===== config.mk =====
export PLATFORM = sky130hd
export DESIGN_NAME = scan_loader
export DESIGN_NICKNAME = d
export VERILOG_FILES = /design/src/rtl/scan_pkg.sv /design/src/rtl/scan_piso.sv /design/src/rtl/scan_loader.sv
export SDC_FILE = /design/constraint.sdc
export NUM_CORES = 1
export LEC_CHECK = 0
export CAP_MARGIN = 20
export CORE_ASPECT_RATIO = 2
export CORE_MARGIN = 2
export CORE_UTILIZATION = 50
export CTS_CLUSTER_SIZE = 12
export DETAILED_ROUTE_END_ITERATION = 8
export PLACE_DENSITY = 0.84
export RECOVER_POWER = 25
export SYNTH_ARGS = -nofsm -noshare
export SYNTH_HDL_FRONTEND = slang
export SYNTH_SLANG_ARGS = --single-unit

===== constraint.sdc =====
create_clock -name scan_clk -period 2.6 [get_ports scan_clk]
set_clock_uncertainty 0.05 [all_clocks]
set_input_delay 0.78 -clock scan_clk [delete_from_list [all_inputs] [get_ports scan_clk]]
set_output_delay 0.78 -clock scan_clk [all_outputs]
set_load 0.005 [all_outputs]

===== src/rtl/scan_pkg.sv =====
// Shared types for the scan-chain loader.
// FSM state encoding plus a clog2 helper that never returns 0.
package scan_pkg;

  typedef enum logic [1:0] {
    IDLE,
    LOAD,
    SHIFT,
    DONE
  } state_t;

  function automatic int clog2_min1(input int n);
    return ($clog2(n) < 1) ? 1 : $clog2(n);
  endfunction

endpackage


===== src/rtl/scan_piso.sv =====
// Parallel-in serial-out shifter, MSB first.
// Tracks the in-word bit position and flags the word's last bit.
module scan_piso
  import scan_pkg::*;
#(
  parameter int DATA_WIDTH = 8,
  localparam int WW = clog2_min1(DATA_WIDTH)
) (
  input  logic                  scan_clk,
  input  logic                  scan_rst_n,
  input  logic                  load,
  input  logic                  shift,
  input  logic [DATA_WIDTH-1:0] din,
  output logic                  sout,
  output logic                  last,
  output logic [WW-1:0]         pos
);

  logic [DATA_WIDTH-1:0] sreg;

  always_ff @(posedge scan_clk or negedge scan_rst_n) begin
    if (!scan_rst_n) begin
      sreg <= '0;
      pos  <= '0;
    end else if (load) begin
      sreg <= din;
      pos  <= '0;
    end else if (shift) begin
      sreg <= sreg << 1;
      pos  <= last ? '0 : pos + WW'(1);
    end
  end

  assign sout = sreg[DATA_WIDTH-1];
  assign last = (pos == WW'(DATA_WIDTH - 1));

endmodule


===== src/rtl/scan_loader.sv =====
// Scan-chain programmer: serializes config words onto the chain.
// Optional tail readback packer under `SCAN_READBACK_EN.
module scan_loader
  import scan_pkg::*;
#(
  parameter int CHAIN_LEN  = 16,
  parameter int DATA_WIDTH = 8
) (
  input  logic                  scan_clk,
  input  logic                  scan_rst_n,
  input  logic                  start,
  input  logic [DATA_WIDTH-1:0] cfg_data,
  input  logic                  cfg_valid,
  output logic                  cfg_ready,
  output logic                  chain_scan_in,
  output logic                  chain_scan_en,
  input  logic                  chain_scan_out,
  output logic                  busy,
  output logic                  done,
  output logic [DATA_WIDTH-1:0] rb_data,
  output logic                  rb_valid
);

  localparam int BW = $clog2(CHAIN_LEN + 1);
  localparam int WW = clog2_min1(DATA_WIDTH);
  localparam logic [BW-1:0] BLAST = BW'(CHAIN_LEN - 1);
  localparam logic [WW-1:0] WLAST = WW'(DATA_WIDTH - 1);

  state_t        state, state_n;
  logic [BW-1:0] bcnt, bcnt_n;
  logic [WW-1:0] pos, pos_n;
  logic          accept, load, shift;
  logic          last, chain_last, word_end;
  logic          busy_n, done_n, ready_n;

  assign accept     = cfg_valid && cfg_ready;
  assign chain_last = (bcnt == BLAST);
  assign word_end   = last || chain_last;

  always_comb begin
    state_n = state;
    bcnt_n  = bcnt;
    load    = 1'b0;
    shift   = 1'b0;
    unique case (state)
      IDLE: if (start) begin
        state_n = LOAD;
        bcnt_n  = '0;
      end
      LOAD: if (accept) begin
        state_n = SHIFT;
        load    = 1'b1;
      end
      SHIFT: begin
        shift  = 1'b1;
        bcnt_n = bcnt + BW'(1);
        if (word_end) begin
          if (chain_last) state_n = DONE;
          else if (accept) load = 1'b1;
          else state_n = LOAD;
        end
      end
      DONE:    state_n = IDLE;
      default: state_n = IDLE;
    endcase
  end

  // Ready is registered, so look one cycle ahead at the next position.
  always_comb begin
    pos_n = pos;
    if (load) pos_n = '0;
    else if (shift) pos_n = last ? '0 : pos + WW'(1);
    ready_n = (state_n == LOAD) ||
              (state_n == SHIFT && pos_n == WLAST &&
               bcnt_n != BLAST);
    busy_n = (state_n == LOAD) || (state_n == SHIFT);
    done_n = done;
    if (state == IDLE && start) done_n = 1'b0;
    if (state_n == DONE) done_n = 1'b1;
  end

  always_ff @(posedge scan_clk or negedge scan_rst_n) begin
    if (!scan_rst_n) begin
      state         <= IDLE;
      bcnt          <= '0;
      busy          <= 1'b0;
      done          <= 1'b0;
      cfg_ready     <= 1'b0;
      chain_scan_en <= 1'b0;
    end else begin
      state         <= state_n;
      bcnt          <= bcnt_n;
      busy          <= busy_n;
      done          <= done_n;
      cfg_ready     <= ready_n;
      chain_scan_en <= (state_n == SHIFT);
    end
  end

  scan_piso #(.DATA_WIDTH(DATA_WIDTH)) u_piso (
    .scan_clk   (scan_clk),
    .scan_rst_n (scan_rst_n),
    .load       (load),
    .shift      (shift),
    .din        (cfg_data),
    .sout       (chain_scan_in),
    .last       (last),
    .pos        (pos)
  );

`ifdef SCAN_READBACK_EN
  logic [DATA_WIDTH-1:0] rb_sh, rb_cat;

  assign rb_cat = (rb_sh << 1) | DATA_WIDTH'(chain_scan_out);

  // A short final word is left-aligned by the unused bit count.
  always_ff @(posedge scan_clk or negedge scan_rst_n) begin
    if (!scan_rst_n) begin
      rb_sh    <= '0;
      rb_data  <= '0;
      rb_valid <= 1'b0;
    end else begin
      rb_valid <= 1'b0;
      if (shift) begin
        rb_sh <= rb_cat;
        if (word_end) begin
          rb_valid <= 1'b1;
          rb_data  <= rb_cat << (WLAST - pos);
        end
      end
    end
  end
`else
  logic unused_scan_out;

  assign unused_scan_out = chain_scan_out;
  assign rb_data         = '0;
  assign rb_valid        = 1'b0;
`endif

endmodule


# After elaboration in Yosys (flattened, before gate mapping)

Cells that the tools add are included.

Flip-flop bits (word level): 22
Latch bits: 0
Bits in writable memories: 0
Memory bits (read-only): 0
Input bits: 13
Output and inout bits: 14
Logic and storage cells: 50
Memories: 0

$add $sub $neg: 2
Multipliers: 0
Divide/modulo/power cells: 0
Magnitude comparators: 0
Eq/ne operators: 10
Shift-type cells: 0
Multiplexer cells: 20
Bitwise logic cells: 0
Reductions and logical operators: 10

Operator list:

| operator              | number |
|---|---|
| $mux W8               | 2 |
| $mux W2               | 5 |
| $pmux W5 S2           | 1 |
| $mux W3               | 3 |
| $eq A2 B2 Y1 const B  | 4 |
| $pmux W2 S4           | 1 |
| $eq A3 B3 Y1 const B  | 2 |
| $mux W1               | 6 |
| $add A5 B1 Y5 const B | 1 |
| $eq A5 B4 Y1 const B  | 1 |
| $mux W5               | 1 |
| $ne A5 B4 Y1 const B  | 1 |
| $eq A2 B1 Y1 const B  | 2 |
| $logic_and A1 B1 Y1   | 4 |
| $reduce_bool A2 Y1    | 2 |
| $add A3 B1 Y3 const B | 1 |
| $logic_or A1 B1 Y1    | 3 |
| $logic_not A2 Y1      | 1 |
| $pmux W1 S2           | 1 |

# Longest topological paths before layout

Gate-level depths: netlist (run 1).

Depth after elaboration: 10
Mapped depth: 11
Depth with buffers taken out: 10

# Cells and area by module

A second synthesis (run 1) with hierarchy kept.

Cells, all modules: 137
Area total of the unflattened synthesis: 1,357.6 um2

Modules (own cells, without submodules):

| module      | times used | cells each | area each (um2) | seq. area each (um2) |
|---|---|---|---|---|
| scan_loader | 1          | 89         | 840.8           | 275.3 |
| scan_piso   | 1          | 48         | 516.7           | 275.3 |

# Worst setup path after synthesis (run 1)

No wires, ideal clock.

Path type: reg-to-reg
From: reg state[0]
To: reg cfg_ready
Library setup time: 127 ps
Arrival: 2,091 ps
Data required time: 2,423 ps
Path slack: 332 ps
Cell stages (with the launch flop): 12
Path buffers: 2
Period minus slack after synthesis: 2,268 ps
Cell sequence: dfrtp_1 > inv_1 > ha_1 > buf_4 > buf_2 > a31oi_1 > a21oi_1 > o22a_1 > ha_1 > a221oi_1 > o211a_1 > a2bb2oi_2

Cells in the longest elaborated chain, start to end: 8
Elaborated cells on any way between the ends: 22
Classes of those cells: eq/ne: 7; mux: 11; reduce/logical: 4

Ends and longest elaborated chain:

| element                          | line              | source |
|---|---|---|
| from (decl)                      | scan_loader.sv:29 | `state_t state, state_n;` |
| from (signal assigned)           | scan_loader.sv:91 | `state <= state_n;` |
| $mux W2                          | scan_loader.sv:59 | `else if (accept) load = 1'b1;` |
| $mux W2                          | scan_loader.sv:58 | `if (chain_last) state_n = DONE;` |
| $mux W2                          | scan_loader.sv:57 | `if (word_end) begin` |
| $pmux W2 S4 *                    | scan_loader.sv:45 | `unique case (state)` |
| named net state_n[0]             | scan_loader.sv:29 |  |
| $eq A2 B2 Y1                     | scan_loader.sv:74 | `(state_n == SHIFT && pos_n == WLAST &&` |
| $logic_and A1 B1 Y1 (2 in a row) | scan_loader.sv:74 |  |
| $logic_or A1 B1 Y1 *             | scan_loader.sv:73 | `ready_n = (state_n == LOAD) \|\|` |
| named net ready_n                | scan_loader.sv:34 | `logic busy_n, done_n, ready_n;` |
| to (signal assigned)             | scan_loader.sv:95 | `cfg_ready <= ready_n;` |
| to (decl)                        | scan_loader.sv:14 | `output logic cfg_ready,` |

Mark *: on every way through the listed nets, which the timed path passes. The rest lies on a longest branch.
A chain may end at the register's enable or synchronous reset.

# Worst setup path in the final report (run 1)

From: in cfg_valid
To: reg cfg_ready

Elaborated cells on any way between the ends: 17
Classes of those cells: eq/ne: 3; mux: 10; reduce/logical: 4

RTL lines:

| element                          | line              | source |
|---|---|---|
| from (decl)                      | scan_loader.sv:13 | `input logic cfg_valid,` |
| $logic_and A1 B1 Y1 *            | scan_loader.sv:36 | `assign accept = cfg_valid && cfg_ready;` |
| $mux W2                          | scan_loader.sv:59 |  |
| $mux W2                          | scan_loader.sv:58 |  |
| $mux W2                          | scan_loader.sv:57 |  |
| $pmux W2 S4 *                    | scan_loader.sv:45 |  |
| named net state_n[1]             | scan_loader.sv:29 |  |
| $eq A2 B2 Y1                     | scan_loader.sv:74 |  |
| $logic_and A1 B1 Y1 (2 in a row) | scan_loader.sv:74 |  |
| $logic_or A1 B1 Y1 *             | scan_loader.sv:73 |  |
| named net ready_n                | scan_loader.sv:34 |  |

Marks and branches as above.

==> impl_metrics.env, run 1 <==
export IMPL_status="finished clean"
export IMPL_min_from="done"
export IMPL_finalPower_mw=1.70
export IMPL_ys_async_sr_fraction=1.00
export IMPL_final_common_cell="dfrtp_1"
export IMPL_yosysWarnings=0
export IMPL_cts_buffers=3
export IMPL_antenna_found_initial=0
export IMPL_postCtsSetupBuffers=0
export IMPL_grt_pass1_vias=1120
export IMPL_worst_setup_path_start_kind="input port"
export IMPL_dr_pass1_iters=4
export IMPL_max_freq_mhz=402
export IMPL_yosysUniqueCellTypes=34
export IMPL_die_w_um=40.1
export IMPL_hold_viol_final=0
export IMPL_area_growth_pct=20.3
export IMPL_hold_class="reg2reg"
export IMPL_syn_cell_area_mm2=0.00130
export IMPL_hold_buffers=0
export IMPL_port_buffers=16
export IMPL_worstSetupPathType="in2reg"
export IMPL_max_cap_violations=0
export IMPL_final_nets=177
export IMPL_core_mm2=0.00250
export IMPL_fin_ws_ps=115
export IMPL_num_rows=26
export IMPL_timing_critical_path_from="cfg_valid"
export IMPL_worst_path_max_fanout=3
export IMPL_synth_ff_type="dfrtp_1"
export IMPL_cts_tree="yes"
export IMPL_placed_area_mm2=0.00151
export IMPL_clockBufferDepth=2
export IMPL_most_common_layout_cells="22 x dfrtp_1, 17 x nand2_1, 15 x clkdlybuf4s50_1"
export IMPL_min_period_ps=2490
export IMPL_arrival_ps=2580
export IMPL_vdd_ir_drop_max_v=0.000686
export IMPL_path_clk_slew_ps=70
export IMPL_rrSetupSlack_ps=240
export IMPL_dp_slack_ps=-142
export IMPL_root_buffer="clkbuf_8"
export IMPL_max_slew_margin=0.230
export IMPL_fin_crit_sh=0.956
export IMPL_grt_pass1_wl_um=4540
export IMPL_grt_usage=0.209
export IMPL_num_vias=1013
export IMPL_crit_required_ps=2690
export IMPL_drv_slew=0
export IMPL_wire_per_inst_um=14.4
export IMPL_route_detailed_drc=0
export IMPL_synth_edff_count=0
export IMPL_synth_seq_cells=22
export IMPL_diodes=0
export IMPL_nFillCells=204
export IMPL_tightest_slew_ps=1160
export IMPL_synth_cells=128
export IMPL_avgSynthCellArea_um2=10.2
export IMPL_fp_dieH_um=76.1
export IMPL_clock_latency_ps=260
export IMPL_postLayoutCellArea_mm2=0.00157
export IMPL_place_detailed_hpwl_um=2060
export IMPL_io_pins=27
export IMPL_pwr_density_cell_mw_per_mm2=1080
export IMPL_layout_drive_gt1_share=0.124
export IMPL_p_leak_nw=0.726
export IMPL_timing_rr_start="bcnt[0]"
export IMPL_clkSinkCount=22
export IMPL_yosysSeqAreaShare=0.423
export IMPL_avgViaCountPerCell=5.60
export IMPL_grt_overflow_total=0
export IMPL_end_kind="register"
export IMPL_wirelength_um=2600
export IMPL_setup_violations=0
export IMPL_gp_congestion=0.800
export IMPL_start_util=0.519
export IMPL_drt_initial_drc_count=11
export IMPL_grt_max_degree=23
export IMPL_ctsHtreeMaxLevel=1
export IMPL_ant_nets=0
export IMPL_dieArea_mm2=0.00305
export IMPL_rsz0062_at_grt="no"
## cell usage after synthesis, types with 2 or more instances
master    number  area share
dfrtp_1       22        0.42
a21oi_1        3       0.012
inv_1          7       0.020
o22a_1         2       0.013
nand2b_1       2      0.0096
nand3_1        2      0.0077
mux2i_1       10       0.077
nor2_1         5       0.014
nand2_1       17       0.049
a31oi_1        3       0.014
o22ai_1        4       0.019
o21ai_0        9       0.035
buf_2          3       0.012
ha_1          10       0.096
buf_4         10       0.058
## routing by layer
layer / share of wire / wire length, um / vias to the layer above / global-route usage
met5: 0 / 0 / - / 0
met4: 0.058 / 151 / 0 / 0.152
met3: 0.036 / 93 / 16 / 0.0262
met2: 0.58 / 1500 / 30 / 0.344
met1: 0.33 / 855 / 485 / 0.217
li1: - / - / 482 / -
## cell families (layout without fill, tap and decap cells)
logic type | Yosys count | in the layout | share of synthesized area
AO/OA/AOI/OAI | 32 | 32 | 0.173
AND/OR/NAND/NOR | 31 | 31 | 0.121
flip-flops | 22 | 22 | 0.423
buffers and inverters | 21 | 38 | 0.0981
multiplexers | 11 | 11 | 0.0856
adder cells (fa/ha/maj) | 10 | 10 | 0.0962
other | 1 | 9 | 0.00288
## what timing repair did
action,CTS,global route
gates resized for setup,0,1
setup endpoints to repair,0,1
endpoints found under the hold margin,0,0
## area by class of cell
| class | instances | area [um^2] | area share |
|---|---|---|---|
| timing repair buffer | 27 | 239 | 0.153 |
| clock buffer | 4 | 55.1 | 0.0352 |
| multi-input combinational | 93 | 659 | 0.421 |
| tap | 28 | 35.0 | 0.0224 |
| inverter | 7 | 26.3 | 0.0168 |
| sequential | 22 | 551 | 0.352 |
## critical path, stage by stage
cell	delay, ps
clkdlybuf4s50_1	440
a21bo_2	240
a21oi_1	170
a2bb2oi_1	250
o22ai_1	160
ha_1	260
nor4b_4	140
a2bb2oi_2	140
## power by group
| group | total [mW] | internal [mW] | switching, mW | leakage [nW] |
|---|---|---|---|---|
| Combinational | 0.844 | 0.418 | 0.427 | 0.415 |
| Sequential | 0.613 | 0.495 | 0.118 | 0.282 |
| Clock | 0.239 | 0.135 | 0.104 | 0.0288 |
## stage by stage
step                TNS [ps]  std cells  hold slack (ps)  utilization
global placement       -59.0        177              411        0.602
global route               0        181              472        0.625
detailed placement      -231        177              414        0.602
finish                     0        181              425        0.625
CTS                        0        181              432        0.624
floorplan                  0        136              416            -
## final timing paths
check,to,depth (start not counted)
worst max-delay path,cfg_ready,8
worst min-delay path,done,1
max in group asynchronous,state[0],2
worst min register to register,done,1
min in group asynchronous,bcnt[3],2
worst max register to register,cfg_ready,9
## flip-flops by register name (all words and copies together), names as in the netlist
| name | cells |
|---|---|
| state | 2 |
| busy | 1 |
| u_piso.sreg | 8 |
| u_piso.pos | 3 |
| bcnt | 5 |
| cfg_ready | 1 |
| chain_scan_en | 1 |
| done | 1 |
Power figures use the tool's default switching activity.
==> run 2, diff against run 1 <==
--- a/constraint.sdc
+++ b/constraint.sdc
@@ -3,3 +3,3 @@
 set_input_delay 0.78 -clock scan_clk [delete_from_list [all_inputs] [get_ports scan_clk]]
 set_output_delay 0.78 -clock scan_clk [all_outputs]
-set_load 0.005 [all_outputs]
+set_load 0.02 [all_outputs]
==> results of run 2 <==
Same layout as run 1 (identical final DEF). Status: finished clean.
Main changes from that run: total power 1.70 mW -> 1.74 mW; worst IR drop on VDD 0.000686 V -> 0.000687 V
